## src/rtl/rf_read_port_sequencer.sv

```systemverilog
// Steers one shared register-file read mux across both operands of a request,
// capturing each with same-cycle write bypass and returning them as a pair.
module rf_read_port_sequencer #(
    parameter int DATA_WIDTH = 32,
    parameter int ADDR_WIDTH = 5,
    parameter int ZERO_REG   = 1
) (
    input  logic                  CLK,
    input  logic                  RST,
    input  logic                  REQ_VALID,
    output logic                  REQ_READY,
    input  logic [ADDR_WIDTH-1:0] ADDR_A,
    input  logic [ADDR_WIDTH-1:0] ADDR_B,
    input  logic                  NEED_B,
    output logic [ADDR_WIDTH-1:0] SEL,
    input  logic [DATA_WIDTH-1:0] MUX_DATA,
    input  logic                  WR_EN,
    input  logic [ADDR_WIDTH-1:0] WR_ADDR,
    input  logic [DATA_WIDTH-1:0] WR_DATA,
    output logic                  RSP_VALID,
    input  logic                  RSP_READY,
    output logic [DATA_WIDTH-1:0] DATA_A,
    output logic [DATA_WIDTH-1:0] DATA_B
);

    localparam logic [1:0] IDLE = 2'd0;
    localparam logic [1:0] RD_A = 2'd1;
    localparam logic [1:0] RD_B = 2'd2;
    localparam logic [1:0] RESP = 2'd3;

    logic [1:0]            state;
    logic [ADDR_WIDTH-1:0] addr_a;
    logic [ADDR_WIDTH-1:0] addr_b;
    logic                  need_b;
    logic                  accept;
    logic [DATA_WIDTH-1:0] cap_data;

    assign REQ_READY = (state == IDLE) || ((state == RESP) && RSP_READY);
    assign accept    = REQ_VALID && REQ_READY;
    assign RSP_VALID = (state == RESP);

    always_comb begin
        SEL = '0;
        unique case (state)
            RD_A:    SEL = addr_a;
            RD_B:    SEL = addr_b;
            default: SEL = '0;
        endcase
    end

    // SEL is the address being read, so the bypass compares against it;
    // the register file commits WR_DATA on this same edge.
    always_comb begin
        cap_data = MUX_DATA;
        if ((ZERO_REG != 0) && (SEL == '0)) begin
            cap_data = '0;
        end else if (WR_EN && (WR_ADDR == SEL)) begin
            cap_data = WR_DATA;
        end
    end

    always_ff @(posedge CLK) begin
        if (RST) begin
            state  <= IDLE;
            addr_a <= '0;
            addr_b <= '0;
            need_b <= 1'b0;
            DATA_A <= '0;
            DATA_B <= '0;
        end else begin
            if (accept) begin
                addr_a <= ADDR_A;
                addr_b <= ADDR_B;
                need_b <= NEED_B;
            end
            unique case (state)
                IDLE: begin
                    if (accept) begin
                        state <= RD_A;
                    end
                end
                RD_A: begin
                    DATA_A <= cap_data;
                    if (need_b) begin
                        state <= RD_B;
                    end else begin
                        DATA_B <= '0;
                        state  <= RESP;
                    end
                end
                RD_B: begin
                    DATA_B <= cap_data;
                    state  <= RESP;
                end
                RESP: begin
                    if (RSP_READY) begin
                        state <= accept ? RD_A : IDLE;
                    end
                end
                default: state <= IDLE;
            endcase
        end
    end

endmodule

```

## config.mk

```make
export PLATFORM = sky130hd
export DESIGN_NAME = rf_read_port_sequencer
export DESIGN_NICKNAME = d
export VERILOG_FILES = /design/src/rtl/rf_read_port_sequencer.sv
export SDC_FILE = /design/constraint.sdc
export NUM_CORES = 1
export LEC_CHECK = 0
export BUFFER_PORTS_ARGS = -buffer_cell sky130_fd_sc_hd__clkbuf_2
export CAP_MARGIN = 30
export CELL_PAD_IN_SITES_DETAIL_PLACEMENT = 0
export CELL_PAD_IN_SITES_GLOBAL_PLACEMENT = 2
export CORE_ASPECT_RATIO = 1.75
export CORE_MARGIN = 10
export CORE_UTILIZATION = 25
export CTS_CLUSTER_SIZE = 10
export DETAILED_ROUTE_END_ITERATION = 10
export PLACE_DENSITY_LB_ADDON = 0.08
export SLEW_MARGIN = 40
export SYNTH_ARGS = -nofsm -noshare
export SYNTH_HDL_FRONTEND = slang
export SYNTH_SLANG_ARGS = --single-unit
export TNS_END_PERCENT = 10
```

## constraint.sdc

```tcl
create_clock -name CLK -period 2.35 [get_ports CLK]
set_input_delay 0.705 -clock CLK [delete_from_list [all_inputs] [get_ports CLK]]
set_output_delay 0.705 -clock CLK [all_outputs]
set_load 0.1 [all_outputs]
```

==> results of run 1 <==
-- critical path: stages, from the launching register on --
cell        delay, ns
dfxtp_4          0.38
inv_4            0.06
ha_4             0.18
a22oi_2          0.18
nand2b_4         0.19
clkinvlp_4       0.10
buf_12           0.17
-- layout make-up --
type                       instances  area [um2]
clock buffer                       9         225
clock inverter                     5        77.6
fill                            1936       11200
inverter                          38         154
multi-input combinational        404        2500
sequential                        77        1550
tap                              231         289
timing repair buffer             204        1490
-- metrics by stage --
step                      hold WS [ns]  cells
final                            0.457    968
after global routing             0.494    968
after CTS                        0.458    953
after detailed placement         0.449    935
after global placement           0.452    935
after floorplan                  0.436    588
-- flip-flops by register name (all words and copies together) (netlist names) --
| register | count |
|---|---|
| need_b | 1 |
| DATA_A | 32 |
| addr_b | 5 |
| DATA_B | 32 |
| state | 2 |
| addr_a | 5 |
-- power by group --
part	internal (W)	switching [W]
Clock	0.000915	0.000577
Combinational	0.000784	0.00182
Sequential	0.00143	0.0000979
-- logic make-up (layout without fill, tap and decap cells) --
logic type                 count (synthesis)  after routing  synth area share [%]
buffers and inverters                    107            256                  11.6
adders and majority gates                  5              5                  1.41
DFF                                       77             77                  34.7
AOI/OAI and AO/OA                        160            160                  27.2
and+or+nand+nor                          239            239                  25.0
-- cell usage after synthesis --
cell type,count
nand2_1,141
dfxtp_1,77
a211oi_1,65
nand4_1,64
o211ai_1,55
inv_1,37
clkbuf_1,28
buf_2,23
a21oi_1,14
nand3_1,11
buf_6,9
o211ai_2,9
nor2_1,8
a22oi_1,5
buf_1,5
ha_1,5
buf_4,4
nor3_1,4
o21ai_0,4
and3_1,3
a21oi_2,2
a22o_1,2
nand2b_1,2
nor2b_1,2
a21o_1,1
a41o_1,1
and3b_1,1
and4b_1,1
inv_2,1
nand3b_1,1
o22a_1,1
o22ai_1,1
or3_1,1
-- timing repair --
| item | 4_1_cts | 5_1_grt |
|---|---|---|
| cloned | 0 | 7 |
| pin swaps | 4 | 39 |
| gates resized for setup | 16 | 11 |
| setup buffers | 4 | 8 |
| endpoints found under the setup margin | 55 | 63 |
| hold buffers | 0 | 0 |
-- metal layers --
metal | up-vias | part of all wire, % | routed length [um]
met5 | - | 0 | 0
met4 | 0 | 1.1 | 209
met3 | 13 | 5.8 | 1130
met2 | 143 | 54 | 10600
met1 | 2282 | 39 | 7630
li1 | 2427 | - | -
-- worst max-delay path by stage --
stage	startpoint	endpoint	cells after the start
floorplan	state[1]$_SDFFE_PP0P_	SEL[0]	5
global placement	state[0]$_SDFFE_PP0P_	DATA_B[18]$_SDFFE_PP0P_	8
detailed placement	state[0]$_SDFFE_PP0P_	DATA_A[11]$_SDFFE_PP0N_	8
CTS	state[1]$_SDFFE_PP0P_	SEL[2]	6
global route	state[1]$_SDFFE_PP0P_	SEL[2]	6
finish	state[1]$_SDFFE_PP0P_	SEL[2]	6
==> impl_metrics.tcl, run 1 <==
set metrics [dict create \
    tns_ns 0 \
    crit_required_ns 1.64 \
    hold_class "flop to flop" \
    numPortBuffers 155 \
    reg2reg_slack_ns 0.08 \
    clkLatencyLatePin_ns 0.34 \
    setup_viol 0 \
    r2r_end "DATA_A[1]$_SDFFE_PP0N_" \
    cts-root-buf "clkbuf_16" \
    fin_area_mm2 0.00628 \
    netlist_area_mm2 0.00444 \
    antenna_found_initial 0 \
    initial_utilization_pct 25.4 \
    layout_commonest_cell "clkbuf_2" \
    hold_violations 0 \
    grt_max_degree 67 \
    synthDistinctLibCells 33 \
    cts.sinks 77 \
    path_clk_slew_ns 0.06 \
    routed_via_density 5.03 \
    grt_pass1_wl_um 28800 \
    dpl_cell_area_mm2 0.00564 \
    ys.warnings.count 0 \
    syn-instance-count 588 \
    grt_most_used_layer "met2" \
    ir_worst_vdd_uv 826 \
    drt-total-wl_um 19500 \
    num-nets-final 824 \
    rsz0062_at_grt "yes" \
    final.period_utilization_pct 98.4 \
    period_needed_ns 2.31 \
    cp_max_fo 8 \
    grtUsageMet2_pct 28.0 \
    finClkSkew_ns 0.00823 \
    powerDensity_mw_per_mm2 895 \
    io_pins 156 \
    status "finished clean" \
    gp_congestion 0.760 \
    holdCritStartpoint "addr_b[0]$_SDFFE_PP0N_" \
    ys_seq_area_share_pct 34.7 \
    p_leak_nw 2.45 \
    met3_usage_pct 3.85 \
    hold_path_depth 2 \
    cts_buffers 9 \
    rows 64 \
    hold-path-endpoint "addr_b[0]$_SDFFE_PP0N_" \
    worst_pin_slew_ns 0.576 \
    dieWidth_um 121 \
    ys_ff_latch 77 \
    power.total_w 0.00562 \
    wire_per_inst_um 20.2 \
    num_vias 4865 \
    htreeDepth 3 \
    grt_overflow 0 \
    drv_slew 0 \
    layout-drive-gt1-share_pct 34.5 \
    diodes 0 \
    ys_top_cells_by_area "dfxtp_1, nand2_1, a211oi_1" \
    mostFrequentLayoutCells "clkbuf_2, nand2_1, dfxtp_1" \
    grt_pass1_vias 4985 \
    drtIter0Drc 199 \
    synthesis.nets 678 \
    start_kind "flop" \
    max-clock-path-buffers 2 \
    synth_top_cell_by_area "dfxtp_1" \
    r2r_start "state[1]$_SDFFE_PP0P_" \
    grt_use_total_pct 15.4 \
    firstDrtPassIters 7 \
    layout_setup_ws_ns 0.0368 \
    final_util_pct 36.0 \
    cts_tree "yes" \
    die_area_mm2 0.0237 \
    path_class "flop to output port" \
    arrival_ns 1.61 \
    end_kind "output port" \
    met1_usage_pct 16.9 \
    drv_cap 0 \
    max-slew-margin-rel_pct 61.7 \
    syn_avg_cell_area_um2 7.55 \
    die_h_um 196 \
    hpwl_um 13300 \
    fmax_mhz 432 \
    ant_nets 0 \
    synth_top_area_share_pct 34.7 \
    core_area_mm2 0.0175 \
    drcViolationCount 0 \
    r2r_cells 11 \
    syn_to_final_growth_pct 41.7 \
    pre_cts_ws_ns -0.0232 \
]
(Power assumes the default switching activity.)
==> run 2: changes to the inputs <==
--- a/config.mk
+++ b/config.mk
@@ -5,15 +5,16 @@
 export SDC_FILE = /design/constraint.sdc
 export NUM_CORES = 1
 export LEC_CHECK = 0
-export BUFFER_PORTS_ARGS = -buffer_cell sky130_fd_sc_hd__clkbuf_2
 export CAP_MARGIN = 30
 export CELL_PAD_IN_SITES_DETAIL_PLACEMENT = 0
 export CELL_PAD_IN_SITES_GLOBAL_PLACEMENT = 2
 export CORE_ASPECT_RATIO = 1.75
 export CORE_MARGIN = 10
-export CORE_UTILIZATION = 25
+export CORE_UTILIZATION = 27
+export CTS_BUF_LIST = sky130_fd_sc_hd__clkbuf_4 sky130_fd_sc_hd__clkbuf_8
 export CTS_CLUSTER_SIZE = 10
 export DETAILED_ROUTE_END_ITERATION = 10
+export DONT_BUFFER_PORTS = 1
 export PLACE_DENSITY_LB_ADDON = 0.08
 export SLEW_MARGIN = 40
 export SYNTH_ARGS = -nofsm -noshare
==> impl_metrics.tcl, run 2 (same netlist as run 1, synthesis figures left out) <==
set metrics [dict create \
    layout_commonest_cell "nand2_1" \
    cts-root-buf "clkbuf_8" \
    drv_slew 0 \
    arrival_ns 1.67 \
    seqCellArea_mm2 0.00155 \
    wl_met3_um 1320 \
    die_area_mm2 0.0222 \
    grt_pass1_wl_um 27300 \
    dpl_cell_area_mm2 0.00530 \
    powerDensity_mw_per_mm2 909 \
    final-instance-count-excl-fill 832 \
    route.met2.wl_um 9060 \
    drv_cap 0 \
    multi_input_area_mm2 0.00249 \
    hold_violations 0 \
    hpwl_um 12600 \
    routed_via_density 5.44 \
    met1Wirelength_um 7100 \
    setup_viol 1 \
    num_vias 4523 \
    layout_setup_ws_ns -0.0204 \
    path_class "flop to output port" \
    clkLatencyLatePin_ns 0.37 \
    final_util_pct 34.6 \
    antenna_found_initial 1 \
    rsz0062_at_grt "yes" \
    grt_overflow 0 \
    grt_pass1_vias 4741 \
    ir_worst_vdd_uv 877 \
    drt-total-wl_um 17900 \
    firstDrtPassIters 4 \
    core_area_mm2 0.0163 \
    num-nets-final 724 \
    cp_max_fo 7 \
    drcViolationCount 0 \
    max-slew-margin-rel_pct 70.0 \
    place_inst 809 \
    syn_to_final_growth_pct 27.2 \
    fin_area_mm2 0.00564 \
    fmax_mhz 422 \
    status "complete, but fails checks" \
    violations "negative setup slack" \
    dieWidth_um 117 \
    mostFrequentLayoutCells "nand2_1, buf_4, dfxtp_1" \
    cts_buffers 9 \
    grt_use_total_pct 15.9 \
    initial_utilization_pct 27.2 \
    period_needed_ns 2.37 \
    rows 62 \
    slowest_stage "dfxtp_4" \
    max-clock-path-buffers 2 \
    grt_max_degree 39 \
    nFillCells 1769 \
    cp_cell_sequence "buf_6, ha_4, a22oi_2, nand2b_4, clkinvlp_4, buf_12" \
    ant_nets 0 \
    die_h_um 190 \
    gp_congestion 0.734 \
    top_layer "met4" \
    hold_class "primary input to flop" \
    wire_per_inst_um 21.5 \
    start_kind "flop" \
    path_clk_slew_ns 0.10 \
    end_kind "output port" \
    cts_tree "yes" \
    worst_pin_slew_ns 0.450 \
    finClkSkew_ns 0.0186 \
    numPortBuffers 0 \
    final.period_utilization_pct 101 \
    reg2reg_slack_ns 0.19 \
    pre_cts_ws_ns -0.00316 \
    io_pins 156 \
    drtIter0Drc 183 \
    layout-drive-gt1-share_pct 24.3 \
    p_leak_nw 1.98 \
    cp_slowest_stage_delay_ns 0.37 \
    htreeDepth 3 \
    cts.sinks 77 \
    crit_required_ns 1.64 \
    reg.largest.list "DATA_A x32, DATA_B x32" \
]
-- run 2: final cells by class --
type / count / share of cell area, %
diodes: 1 / 0.0444
clock buffers: 12 / 2.93
clock inverters: 4 / 0.954
inverters: 38 / 2.68
multi-input cells: 404 / 44.2
flip-flops and latches: 77 / 27.5
well taps: 192 / 4.26
repair buffers: 104 / 17.5
-- run 2: worst paths after layout --
path                          start                     end  cells past startpoint
min                             RST  addr_a[4]$_SDFFE_PP0N_                      1
min reg2reg  addr_b[0]$_SDFFE_PP0N_  addr_b[0]$_SDFFE_PP0N_                      2
max reg2reg   state[1]$_SDFFE_PP0P_  DATA_B[4]$_SDFFE_PP0P_                      8
max           state[1]$_SDFFE_PP0P_                  SEL[2]                      6
-- run 2: through the flow --
step           hold slack (ns)  TNS [ns]  power [W]
3_3_place_gp             0.446         0    0.00380
5_1_grt                  0.358    -0.336    0.00541
3_5_place_dp             0.446  -0.00316    0.00383
6_report                 0.396   -0.0204    0.00513
4_1_cts                  0.371   -0.0977    0.00521
2_1_floorplan            0.436     -1.03    0.00317
-- run 2: what timing repair did --
item / 4_1_cts / 5_1_grt
setup buffers: 6 / 0
pin swaps: 3 / 2
setup endpoints to repair: 40 / 5
gates cloned: 0 / 0
hold buffers: 0 / 0
gates resized for setup: 20 / 0
endpoints found under the hold margin: 0 / 0
-- run 2: metal layers --
layer	track usage (%)	vias to the layer above
li1	-	2227
met1	17.7	2143
met2	27.4	129
met3	5.52	24
met4	5.11	0
met5	0	-
-- run 2: worst max-delay path: cells and delay by family, from the launching register on --
| kind | cells | cell delay [ns] |
|---|---|---|
| buf+inv | 3 | 0.39 |
| flops | 1 | 0.37 |
| simple gates | 1 | 0.19 |
| fa+ha+maj | 1 | 0.17 |
| compound gates | 1 | 0.17 |
-- run 2: report_power, final --
part	leakage (nW)	total (W)	switching (W)	internal, W
Sequential	0.624	0.00150	0.0000743	0.00143
Clock	0.105	0.00113	0.000552	0.000583
Combinational	1.25	0.00249	0.00177	0.000724
Total	1.98	0.00513	0.00239	0.00273
